<file path="src/rtl/machine_ctl.sv">
// Instruction-cycle sequencer for the 8-bit accumulator CPU: steps an
// 8-phase micro-sequence per instruction, decodes control strobes, counts retired instructions.
module machine_ctl #(
  parameter int unsigned CNT_W = 16
) (
  input  logic             clk,
  input  logic             reset,
  input  logic             fetch,
  input  logic [2:0]       opcode,
  input  logic             zero,
  output logic             inc_pc,
  output logic             load_pc,
  output logic             load_acc,
  output logic             load_ir,
  output logic             rd,
  output logic             wr,
  output logic             datactl_ena,
  output logic             halt,
  output logic [CNT_W-1:0] instr_cnt
);

  localparam logic [2:0] OP_HLT  = 3'b000;
  localparam logic [2:0] OP_SKZ  = 3'b001;
  localparam logic [2:0] OP_ADD  = 3'b010;
  localparam logic [2:0] OP_ANDD = 3'b011;
  localparam logic [2:0] OP_XORR = 3'b100;
  localparam logic [2:0] OP_LDA  = 3'b101;
  localparam logic [2:0] OP_STO  = 3'b110;
  localparam logic [2:0] OP_JMP  = 3'b111;

  typedef enum logic [3:0] {
    ST_IDLE   = 4'd0,
    ST_S0     = 4'd1,
    ST_S1     = 4'd2,
    ST_S2     = 4'd3,
    ST_S3     = 4'd4,
    ST_S4     = 4'd5,
    ST_S5     = 4'd6,
    ST_S6     = 4'd7,
    ST_S7     = 4'd8,
    ST_HALTED = 4'd9
  } state_e;

  state_e             state_q, state_d;
  logic [CNT_W-1:0]   instr_cnt_q, instr_cnt_d;
  logic               is_alu;
  logic               is_skz, is_sto, is_jmp;

  assign is_alu = (opcode == OP_ADD) || (opcode == OP_ANDD) ||
                  (opcode == OP_XORR) || (opcode == OP_LDA);
  assign is_skz = (opcode == OP_SKZ);
  assign is_sto = (opcode == OP_STO);
  assign is_jmp = (opcode == OP_JMP);

  // State and retired-instruction counter registers.
  always_ff @(posedge clk) begin
    if (!reset) begin
      state_q     <= ST_IDLE;
      instr_cnt_q <= '0;
    end else begin
      state_q     <= state_d;
      instr_cnt_q <= instr_cnt_d;
    end
  end

  // Next-state: wait for fetch, then free-run until reset; HLT diverts after S3.
  always_comb begin
    state_d     = state_q;
    instr_cnt_d = instr_cnt_q;
    case (state_q)
      ST_IDLE:   if (fetch) state_d = ST_S0;
      ST_S0:     state_d = ST_S1;
      ST_S1:     state_d = ST_S2;
      ST_S2:     state_d = ST_S3;
      ST_S3:     state_d = (opcode == OP_HLT) ? ST_HALTED : ST_S4;
      ST_S4:     state_d = ST_S5;
      ST_S5:     state_d = ST_S6;
      ST_S6:     state_d = ST_S7;
      ST_S7: begin
        state_d     = ST_S0;
        instr_cnt_d = instr_cnt_q + CNT_W'(1);
      end
      ST_HALTED: state_d = ST_HALTED;
      default:   state_d = ST_IDLE;
    endcase
  end

  // Strobe decode from current phase, opcode and live zero flag.
  always_comb begin
    inc_pc      = 1'b0;
    load_pc     = 1'b0;
    load_acc    = 1'b0;
    load_ir     = 1'b0;
    rd          = 1'b0;
    wr          = 1'b0;
    datactl_ena = 1'b0;
    halt        = 1'b0;
    case (state_q)
      ST_S0: begin
        rd      = 1'b1;
        load_ir = 1'b1;
      end
      ST_S1: begin
        rd      = 1'b1;
        load_ir = 1'b1;
        inc_pc  = 1'b1;
      end
      ST_S3: inc_pc = 1'b1;
      ST_S4: begin
        rd          = is_alu;
        load_pc     = is_jmp;
        datactl_ena = is_sto;
      end
      ST_S5: begin
        rd          = is_alu;
        load_acc    = is_alu;
        inc_pc      = (is_skz && zero) || is_jmp;
        load_pc     = is_jmp;
        wr          = is_sto;
        datactl_ena = is_sto;
      end
      ST_S6: begin
        rd          = is_alu;
        datactl_ena = is_sto;
      end
      ST_S7:     inc_pc = is_skz && zero;
      ST_HALTED: halt = 1'b1;
      default: ;
    endcase
  end

  assign instr_cnt = instr_cnt_q;

endmodule

</file>
<file path="config.mk">
export PLATFORM = sky130hd
export DESIGN_NAME = machine_ctl
export DESIGN_NICKNAME = d
export VERILOG_FILES = /design/src/rtl/machine_ctl.sv
export SDC_FILE = /design/constraint.sdc
export NUM_CORES = 1
export LEC_CHECK = 0
export BUFFER_PORTS_ARGS = -buffer_cell sky130_fd_sc_hd__clkbuf_2
export CAP_MARGIN = 20
export CORE_MARGIN = 1
export CORE_UTILIZATION = 50
export DETAILED_ROUTE_END_ITERATION = 12
export PLACE_DENSITY = 0.86
export SLEW_MARGIN = 20
export SYNTH_ARGS = -nofsm -noshare
export SYNTH_HDL_FRONTEND = slang
export SYNTH_SLANG_ARGS = --single-unit
</file>
<file path="constraint.sdc">
create_clock -name clk -period 2.5 [get_ports clk]
set_clock_uncertainty 0.05 [all_clocks]
set_input_delay 0.25 -clock clk [delete_from_list [all_inputs] [get_ports clk]]
set_output_delay 0.25 -clock clk [all_outputs]
set_load 0.1 [all_outputs]
</file>
==> metrics.cfg, run 1 <==
[worst_setup_path]
path_buf_inv = 1
cp.arrival_ns = 1.96
worstSetupPathType = register to output port
critPathTopFamily = flip-flops
crit_chain = nor2_1 > a2111oi_2 > clkbuf_2
rr_worst_depth = 4
crit_slowest_cell = dfxtp_1
cp_max_fo = 13
critPathMaxStageDelay_ns = 0.67
crit_path_end_kind = output port
rrSetupSlack_ns = 0.35
r2r-start = state_q[2]
crit_required_ns = 2.20
critPathLaunchType = register
worstReg2RegEnd = instr_cnt[15]

[logic_synthesis]
synth_top_family_by_area = simple AND/OR/NAND/NOR gates
synthSimpleGateAreaFrac_pct = 34.76
ys_top_cells_by_area = dfxtp_1, and2_1, nand2_1, a21boi_1, xnor2_1
synth_flop_cell = dfxtp_1
synthXorXnorAreaFrac_pct = 7.300
ys_warn_count = 0
ys_top_cells_by_count = dfxtp_1, nand2_1, and2_1
synth.avg_cell_area_um2 = 8.436
synth_top_area_share_pct = 37.08
syn_nets = 136
synth_fa_ha_area_share_pct = 1.159
synthMuxAreaShare_pct = 0.9270
synth_edf_count = 0
synth.cell_area_mm2 = 0.001080
synth_top_area_cell = dfxtp_1
yosysSeqAreaShare_pct = 37.08
synth-seq-cells = 20
synth_compound_gate_area_share_pct = 17.03
yosysMostFrequentCell = dfxtp_1
synth.distinct_cells = 34
async_flop_share_pct = 0
syn_inst = 128

[detailed_routing]
vias_per_cell = 5.712
drtPass1Iterations = 4
wl_per_cell_um = 13.44
drc = 0
drtAntennaViolNets = 0
drt_wl_total_um = 2473
drt_iter0_drc = 27
via_count = 1051

[finish]
nFillCells = 170
diodes = 0
drive_gt1_share_pct = 26.75
syn_to_final_growth_pct = 22.25
final_nets = 167
utilization_pct = 65.94

[cts]
clk_latency_ns = 0.30
cts_tree = done
ctsHoldBuffers = 0
cts_made_buffers = 3
cts_setup_buffers = 0
cts-htree-levels = 1
clockBufferDepth = 2
clk_pin_slew_ns = 0.11
post_cts_resize_count = 0
cts.sinks = 20
root_buffer = clkbuf_4

[power]
ir_worst_vdd_mv = 0.4124
cellLeakagePower_uw = 0.0005206
powerDensity_mw_per_mm2 = 456.9
total_power_uw = 603.2

[global_route]
grt_pass1_vias = 986
grt_pass1_wl_um = 4222
grt_use_total_pct = 22.55
antenna_found_initial = 0
grt_max_degree = 20
overflow = 0

[timing]
hold_viol = 0
fin_crit_sh_pct = 90.33
worst_pin_slew_ns = 0.5539
rsz0062_at_grt = no
finalSetupViolCount = 0
fmax_mhz = 442.8
slew_headroom_pct = 62.92
fin_crit_ns = 2.258
drv_slew = 0

[min_path]
min_path_cells = 3
hold_class = input pin to register
whs_endpoint = state_q[1]
min_from = fetch

[placement]
portBuffers = 30
place_congestion = 0.8439
dp.final_hpwl_um = 1899

[floorplanning]
core-area_mm2 = 0.002002
die-area_mm2 = 0.002349
rows = 16
ios = 31
die_x_um = 48.47
start_util_pct = 53.94
die_h_um = 48.47

[flow_run]
max_cap_violations = 0

[run_status]
status = finished clean

[cell families (layout without fill, tap and decap cells)]
| logic type | Yosys count | after routing |
|---|---|---|
| buffers and inverters | 5 | 34 |
| AOI/OAI and AO/OA | 27 | 27 |
| adders and majority gates | 1 | 1 |
| muxes | 1 | 1 |
| xor gates and xnor gates | 9 | 9 |
| DFF | 20 | 20 |
| and+or+nand+nor | 65 | 65 |
[worst reg2reg max path, stage by stage (launching register included)]
cell	delay, ns
dfxtp_1	0.49
nor4b_4	0.60
nand4_2	0.28
or4_1	0.53
a21boi_1	0.15
[layout by cell type, fill, tap and decap left out, types with 2 or more instances in the layout]
cell type  count
nand3_1        4
o31ai_1        4
a21oi_1        2
and2_1         9
nand4_1        4
nor3_2         3
o21ai_0        7
nor2_1         7
clkbuf_4       3
xor2_1         3
nand2b_1       4
or4_1          3
and3_1         3
dfxtp_1       20
o22a_1         2
a21boi_1       7
o211ai_1       2
xnor2_1        6
nand2_1       15
clkbuf_2      30
or3_1          5
[registers in the layout (all words and copies together) (netlist names)]
signal / cells
instr_cnt: 16
state_q: 4
[through the flow]
stage                     hold slack [ns]  cell area, µm²  setup TNS (ns)  setup WS (ns)  instances
after detailed placement           0.4351            1297               0         0.3800        181
after floorplan                    0.3528            1129         -0.8934        -0.5787        128
after CTS                          0.3357            1320               0         0.2466        184
after global placement             0.4150            1297               0         0.4900        181
final                              0.3214            1320               0         0.2417        184
after global routing               0.3506            1320               0         0.1005        184
[power by group]
group	internal, µW	switching [µW]
clock network	56.1	91.2
logic	25.6	93.9
registers	322	14.2
total	404	199
[worst max-delay path by stage]
stage / cells past startpoint / from / slack [ns] / to
after global routing: 3 / state_q[2] / 0.10 / rd
final: 3 / state_q[2] / 0.24 / rd
after floorplan: 3 / state_q[2] / -0.58 / rd
after detailed placement: 4 / state_q[2] / 0.38 / instr_cnt[15]
after CTS: 3 / state_q[2] / 0.25 / rd
after global placement: 4 / state_q[2] / 0.49 / instr_cnt[15]
[cell type report]
type,instances,area [µm²],share of cell area (%)
clock buffers,3,22.52,1.706
multi-input cells,103,709.4,53.74
inverters,1,3.754,0.2844
well taps,27,33.78,2.559
repair buffers,30,150.1,11.37
flip-flops and latches,20,400.4,30.33
[routing by layer]
metal | vias up | GRT usage [%] | share of wire [%]
met5 | - | 0 | 0
met4 | 0 | 2.941 | 0
met3 | 0 | 6.918 | 4.5
met2 | 27 | 40.61 | 53
met1 | 497 | 26.90 | 42
li1 | 527 | - | -
Note: power is estimated with default switching activity, not from simulation.
==> run 2, diff against run 1 <==
--- a/config.mk
+++ b/config.mk
@@ -11,6 +11,7 @@
 export CORE_UTILIZATION = 50
 export DETAILED_ROUTE_END_ITERATION = 12
 export PLACE_DENSITY = 0.86
+export REMOVE_ABC_BUFFERS = 1
 export SLEW_MARGIN = 20
 export SYNTH_ARGS = -nofsm -noshare
 export SYNTH_HDL_FRONTEND = slang
==> run 2 against run 1 <==
Fmax hardly changed. Largest power group unchanged. Critical path depth unchanged. Cell count is 0.54% higher. Worst hold slack got worse by 0.010 ns. Highest routed layer is now met4.
==> metrics.cfg, run 2 (same netlist as run 1, synthesis figures left out) <==
[run_status]
status = finished clean  ; unchanged

[finish]
final_area_mm2 = 0.001285  ; was 0.001320 mm²
final_nets = 167  ; unchanged
multi_input_area_um2 = 660.6  ; was 709.4 µm²
utilization_pct = 64.19  ; was 65.94%
most-common-layout-cells = clkbuf_2, dfxtp_1, nand2_1  ; unchanged
final_common_cell = clkbuf_2  ; unchanged
syn_to_final_growth_pct = 19.00  ; was 22.25%
drive_gt1_share_pct = 22.78  ; was 26.75%
largest_register_ff_count = 16  ; unchanged
nFillCells = 186  ; was 170
seqCellArea_um2 = 400.4  ; unchanged
diodes = 0  ; unchanged

[timing]
finalSetupViolCount = 0  ; unchanged
hold_viol = 0  ; unchanged
fin_crit_ns = 2.259  ; was 2.258 ns
fmax_mhz = 442.7  ; was 442.8 MHz
rsz0062_at_grt = no  ; unchanged
worst_pin_slew_ns = 0.5862  ; was 0.5539 ns
drv_slew = 0  ; unchanged
fin_crit_sh_pct = 90.36  ; was 90.33%
slew_headroom_pct = 60.76  ; was 62.92%

[power]
cellLeakagePower_uw = 0.0005135  ; was 0.0005206 µW
powerDensity_mw_per_mm2 = 493.4  ; was 456.9 mW/mm²
ir_worst_vdd_mv = 0.3472  ; was 0.4124 mV
total_power_uw = 634.0  ; was 603.2 µW

[placement]
place_congestion = 0.8425  ; was 0.8439
portBuffers = 30  ; unchanged
dpl_cell_area_mm2 = 0.001249  ; was 0.001297 mm²
dp.final_hpwl_um = 1776  ; was 1899 µm

[detailed_routing]
drt_iter0_drc = 22  ; was 27
drtPass1Iterations = 4  ; unchanged
via_count = 1055  ; was 1051
drt_wl_total_um = 2382  ; was 2473 µm
vias_per_cell = 5.703  ; was 5.712
wl_per_cell_um = 12.88  ; was 13.44 µm
drc = 0  ; unchanged
drtAntennaViolNets = 0  ; unchanged

[worst_setup_path]
endpoint = rd  ; unchanged
crit_required_ns = 2.20  ; about the same
r2r-start = state_q[1]  ; was state_q[2]
startpoint = state_q[2]  ; unchanged
cp.arrival_ns = 1.96  ; about the same
cp_max_fo = 13  ; unchanged
critPathLaunchType = register  ; unchanged
worstSetupPathType = register to output port  ; unchanged
crit_path_end_kind = output port  ; unchanged
rr_worst_depth = 4  ; unchanged
rrSetupSlack_ns = 0.34  ; was 0.35 ns
worstReg2RegEnd = instr_cnt[15]  ; unchanged

[floorplanning]
die_h_um = 48.47  ; unchanged
die_x_um = 48.47  ; unchanged
rows = 16  ; unchanged
start_util_pct = 53.94  ; unchanged
core-area_mm2 = 0.002002  ; unchanged
ios = 31  ; unchanged
die-area_mm2 = 0.002349  ; unchanged

[global_route]
antenna_found_initial = 0  ; unchanged
overflow = 0  ; unchanged
grt_use_total_pct = 21.84  ; was 22.55%
grt_pass1_vias = 1009  ; was 986
grt_max_degree = 20  ; unchanged
grt_pass1_wl_um = 4105  ; was 4222 µm

[cts]
clk_latency_ns = 0.30  ; about the same
ctsHoldBuffers = 0  ; unchanged
cts_setup_buffers = 0  ; unchanged
clockBufferDepth = 2  ; unchanged
post_cts_resize_count = 0  ; unchanged
root_buffer = clkbuf_4  ; unchanged
cts_made_buffers = 3  ; unchanged
cts_tree = done  ; unchanged
cts.sinks = 20  ; unchanged
clk_pin_slew_ns = 0.11  ; about the same
cts-htree-levels = 1  ; unchanged

[min_path]
min_path_cells = 3  ; unchanged
hold_class = input pin to register  ; unchanged

[flow_run]
max_cap_violations = 0  ; unchanged

[run 2: where the power goes]
group,internal [µW],switching (µW)
Combinational,23.5,87.9
Sequential,322,13.3
Clock,88.9,98.0
Total,435,199
[run 2: worst max-delay path, cell delays in order (launching register included)]
cell       delay, ns
dfxtp_1         0.63
nor2_1          0.11
a2111oi_0       0.39
clkbuf_2        0.53
[run 2: layout make-up]
class                      instances  area share (%)
multi-input combinational        103           51.41
sequential                        20           31.16
timing repair buffer              30           11.68
clock buffer                       4           2.824
tap                               27           2.629
inverter                           1          0.2921
[run 2: worst min path at each step]
| stage | from | to | slack [ns] |
|---|---|---|---|
| finish | fetch | state_q[1] | 0.31 |
| global route | fetch | state_q[1] | 0.31 |
| CTS | fetch | state_q[1] | 0.32 |
| detailed placement | instr_cnt[15] | instr_cnt[15] | 0.43 |
| global placement | instr_cnt[15] | instr_cnt[15] | 0.41 |
| floorplan | reset | instr_cnt[0] | 0.32 |
[run 2: routing by layer]
layer	vias up	wire length, µm	track usage (%)
met3	5	81	3.774
met5	-	0	0
met4	0	23	6.863
li1	532	-	-
met2	22	1199	40.85
met1	496	1077	25.05
[run 2: per-stage QoR]
step	setup WS, ns	std cells	setup TNS, ns	hold slack, ns
after global routing	0.08534	185	0	0.3133
after CTS	0.2660	185	0	0.3196
after global placement	0.5071	181	0	0.4144
after floorplan	-3.128	124	-7.484	0.3217
final	0.2410	185	0	0.3115
after detailed placement	0.3792	181	0	0.4343
==> run 3, diff against run 2 <==
--- a/config.mk
+++ b/config.mk
@@ -9,6 +9,7 @@
 export CAP_MARGIN = 20
 export CORE_MARGIN = 1
 export CORE_UTILIZATION = 50
+export CTS_CLUSTER_DIAMETER = 120
 export DETAILED_ROUTE_END_ITERATION = 12
 export PLACE_DENSITY = 0.86
 export REMOVE_ABC_BUFFERS = 1
==> constraint.sdc (replaced) <==
create_clock -name clk -period 2.5 [get_ports clk]
set_clock_uncertainty 0.05 [all_clocks]
set_input_delay 0.125 -clock clk [delete_from_list [all_inputs] [get_ports clk]]
set_output_delay 0.125 -clock clk [all_outputs]
set_load 0.1 [all_outputs]
==> run 3 against run 2 <==
Critical path type is now register to register. Worst setup slack better by 0.11 ns. Sequential share of layout area stayed put. Critical path depth grew 1.
==> metrics.cfg, run 3 (same netlist as run 1, synthesis figures left out) <==
[run_status]
status = finished clean  ; unchanged

[timing]
rsz0062_at_grt = no  ; unchanged
hold_viol = 0  ; unchanged
finalSetupViolCount = 0  ; unchanged
fin_crit_sh_pct = 85.86  ; was 90.36%
slew_headroom_pct = 61.10  ; was 60.76%
worst_pin_slew_ns = 0.5811  ; was 0.5862 ns
fmax_mhz = 465.9  ; was 442.7 MHz
fin_crit_ns = 2.147  ; was 2.259 ns
holdWs_ns = 0.1716  ; was 0.3115 ns
drv_slew = 0  ; unchanged

[worst_setup_path]
worstSetupPathType = register to register  ; was register to output port
r2r-start = state_q[2]  ; was state_q[1]
startpoint = state_q[2]  ; unchanged
cp.arrival_ns = 2.33  ; was 1.96 ns
critPathLaunchType = register  ; unchanged
rrSetupSlack_ns = 0.35  ; was 0.34 ns
worstReg2RegEnd = instr_cnt[15]  ; unchanged
rr_worst_depth = 4  ; unchanged
cp_max_fo = 13  ; unchanged
crit_path_end_kind = register  ; was output port
crit_required_ns = 2.69  ; was 2.20 ns

[detailed_routing]
via_count = 1078  ; was 1055
drt_iter0_drc = 17  ; was 22
drtPass1Iterations = 4  ; unchanged
wl_per_cell_um = 12.64  ; was 12.88 µm
drtAntennaViolNets = 0  ; unchanged
vias_per_cell = 5.827  ; was 5.703
drt_wl_total_um = 2338  ; was 2382 µm
drc = 0  ; unchanged

[finish]
final_cells = 185  ; unchanged
diodes = 0  ; unchanged
most-common-layout-cells = clkbuf_2, dfxtp_1, nand2_1  ; unchanged
drive_gt1_share_pct = 22.78  ; unchanged
syn_to_final_growth_pct = 19.00  ; unchanged
final_nets = 167  ; unchanged
final_common_cell = clkbuf_2  ; unchanged
largest_register_ff_count = 16  ; unchanged

[floorplanning]
die_h_um = 48.47  ; unchanged
ios = 31  ; unchanged
rows = 16  ; unchanged
start_util_pct = 53.94  ; unchanged
die-area_mm2 = 0.002349  ; unchanged
core-area_mm2 = 0.002002  ; unchanged
die_x_um = 48.47  ; unchanged

[placement]
dp_cells = 181  ; unchanged
dp.final_hpwl_um = 1724  ; was 1776 µm
portBuffers = 30  ; unchanged
place_congestion = 0.8430  ; was 0.8425

[global_route]
antenna_found_initial = 0  ; unchanged
grt_pass1_wl_um = 4236  ; was 4105 µm
overflow = 0  ; unchanged
grt_use_total_pct = 22.96  ; was 21.84%
grt_max_degree = 20  ; unchanged
grt_pass1_vias = 1005  ; was 1009

[min_path]
whs_endpoint = state_q[1]  ; unchanged
hold_class = input pin to register  ; unchanged
min_path_cells = 3  ; unchanged
min_from = fetch  ; unchanged

[flow_run]
max_cap_violations = 0  ; unchanged

[cts]
cts_setup_buffers = 0  ; unchanged
clockBufferDepth = 2  ; unchanged
cts-htree-levels = 1  ; unchanged
root_buffer = clkbuf_4  ; unchanged
cts.sinks = 20  ; unchanged
clk_pin_slew_ns = 0.11  ; about the same
cts_made_buffers = 3  ; unchanged
ctsHoldBuffers = 0  ; unchanged
clk_latency_ns = 0.30  ; about the same
post_cts_resize_count = 0  ; unchanged
cts_tree = done  ; unchanged

[power]
powerDensity_mw_per_mm2 = 491.6  ; was 493.4 mW/mm²
cellLeakagePower_uw = 0.0005135  ; unchanged
ir_worst_vdd_mv = 0.3135  ; was 0.3472 mV

-- run 3: cell counts in the layout (fill, tap and decap cells not counted) --
No cell type changed its count.
-- run 3: worst max-delay path by stage --
stage | to | slack, ns | cells after the start
2_1_floorplan | rd | -3.00 | 2
3_3_place_gp | instr_cnt[15] | 0.51 | 4
3_5_place_dp | instr_cnt[15] | 0.38 | 4
4_1_cts | instr_cnt[15] | 0.35 | 4
5_1_grt | instr_cnt[15] | 0.17 | 4
6_report | instr_cnt[15] | 0.35 | 4
-- run 3: metal layers --
metal	wire, µm	part of all wire [%]	global-route usage [%]
met1	1007	43	26.77
met2	1191	51	40.85
met5	0	0	0
met4	56	2.4	10.78
met3	83	3.6	3.774
-- run 3: power breakdown --
part,total [µW],internal (µW),switching (µW)
logic,111,23.5,87.3
registers,335,322,12.7
clock network,186,88.8,97.1
total,632,435,197
-- run 3: cell type report --
class / count / area, µm²
flip-flops and latches: 20 / 400.4
well taps: 27 / 33.78
fillers: 193 / 716.9
inverters: 1 / 3.754
multi-input cells: 103 / 660.6
repair buffers: 30 / 150.1
clock buffers: 4 / 36.28
-- run 3: stage by stage --
step                cell area, µm²  util (%)  setup WS (ns)  TNS [ns]  power [µW]
global placement              1249     62.38         0.5068         0       451.3
finish                        1285     64.19         0.3534         0       631.7
detailed placement            1249     62.38         0.3821         0       453.1
global route                  1285     64.19         0.1663         0       662.8
CTS                           1285     64.19         0.3538         0       636.7
floorplan                     1065         -         -3.003    -6.708       428.7
-- run 3: worst max-delay path: stages (launching register included) --
cell      delay, ns
dfxtp_1        0.47
nor4b_4        0.61
nand4_2        0.28
or4_1          0.54
a21boi_1       0.14
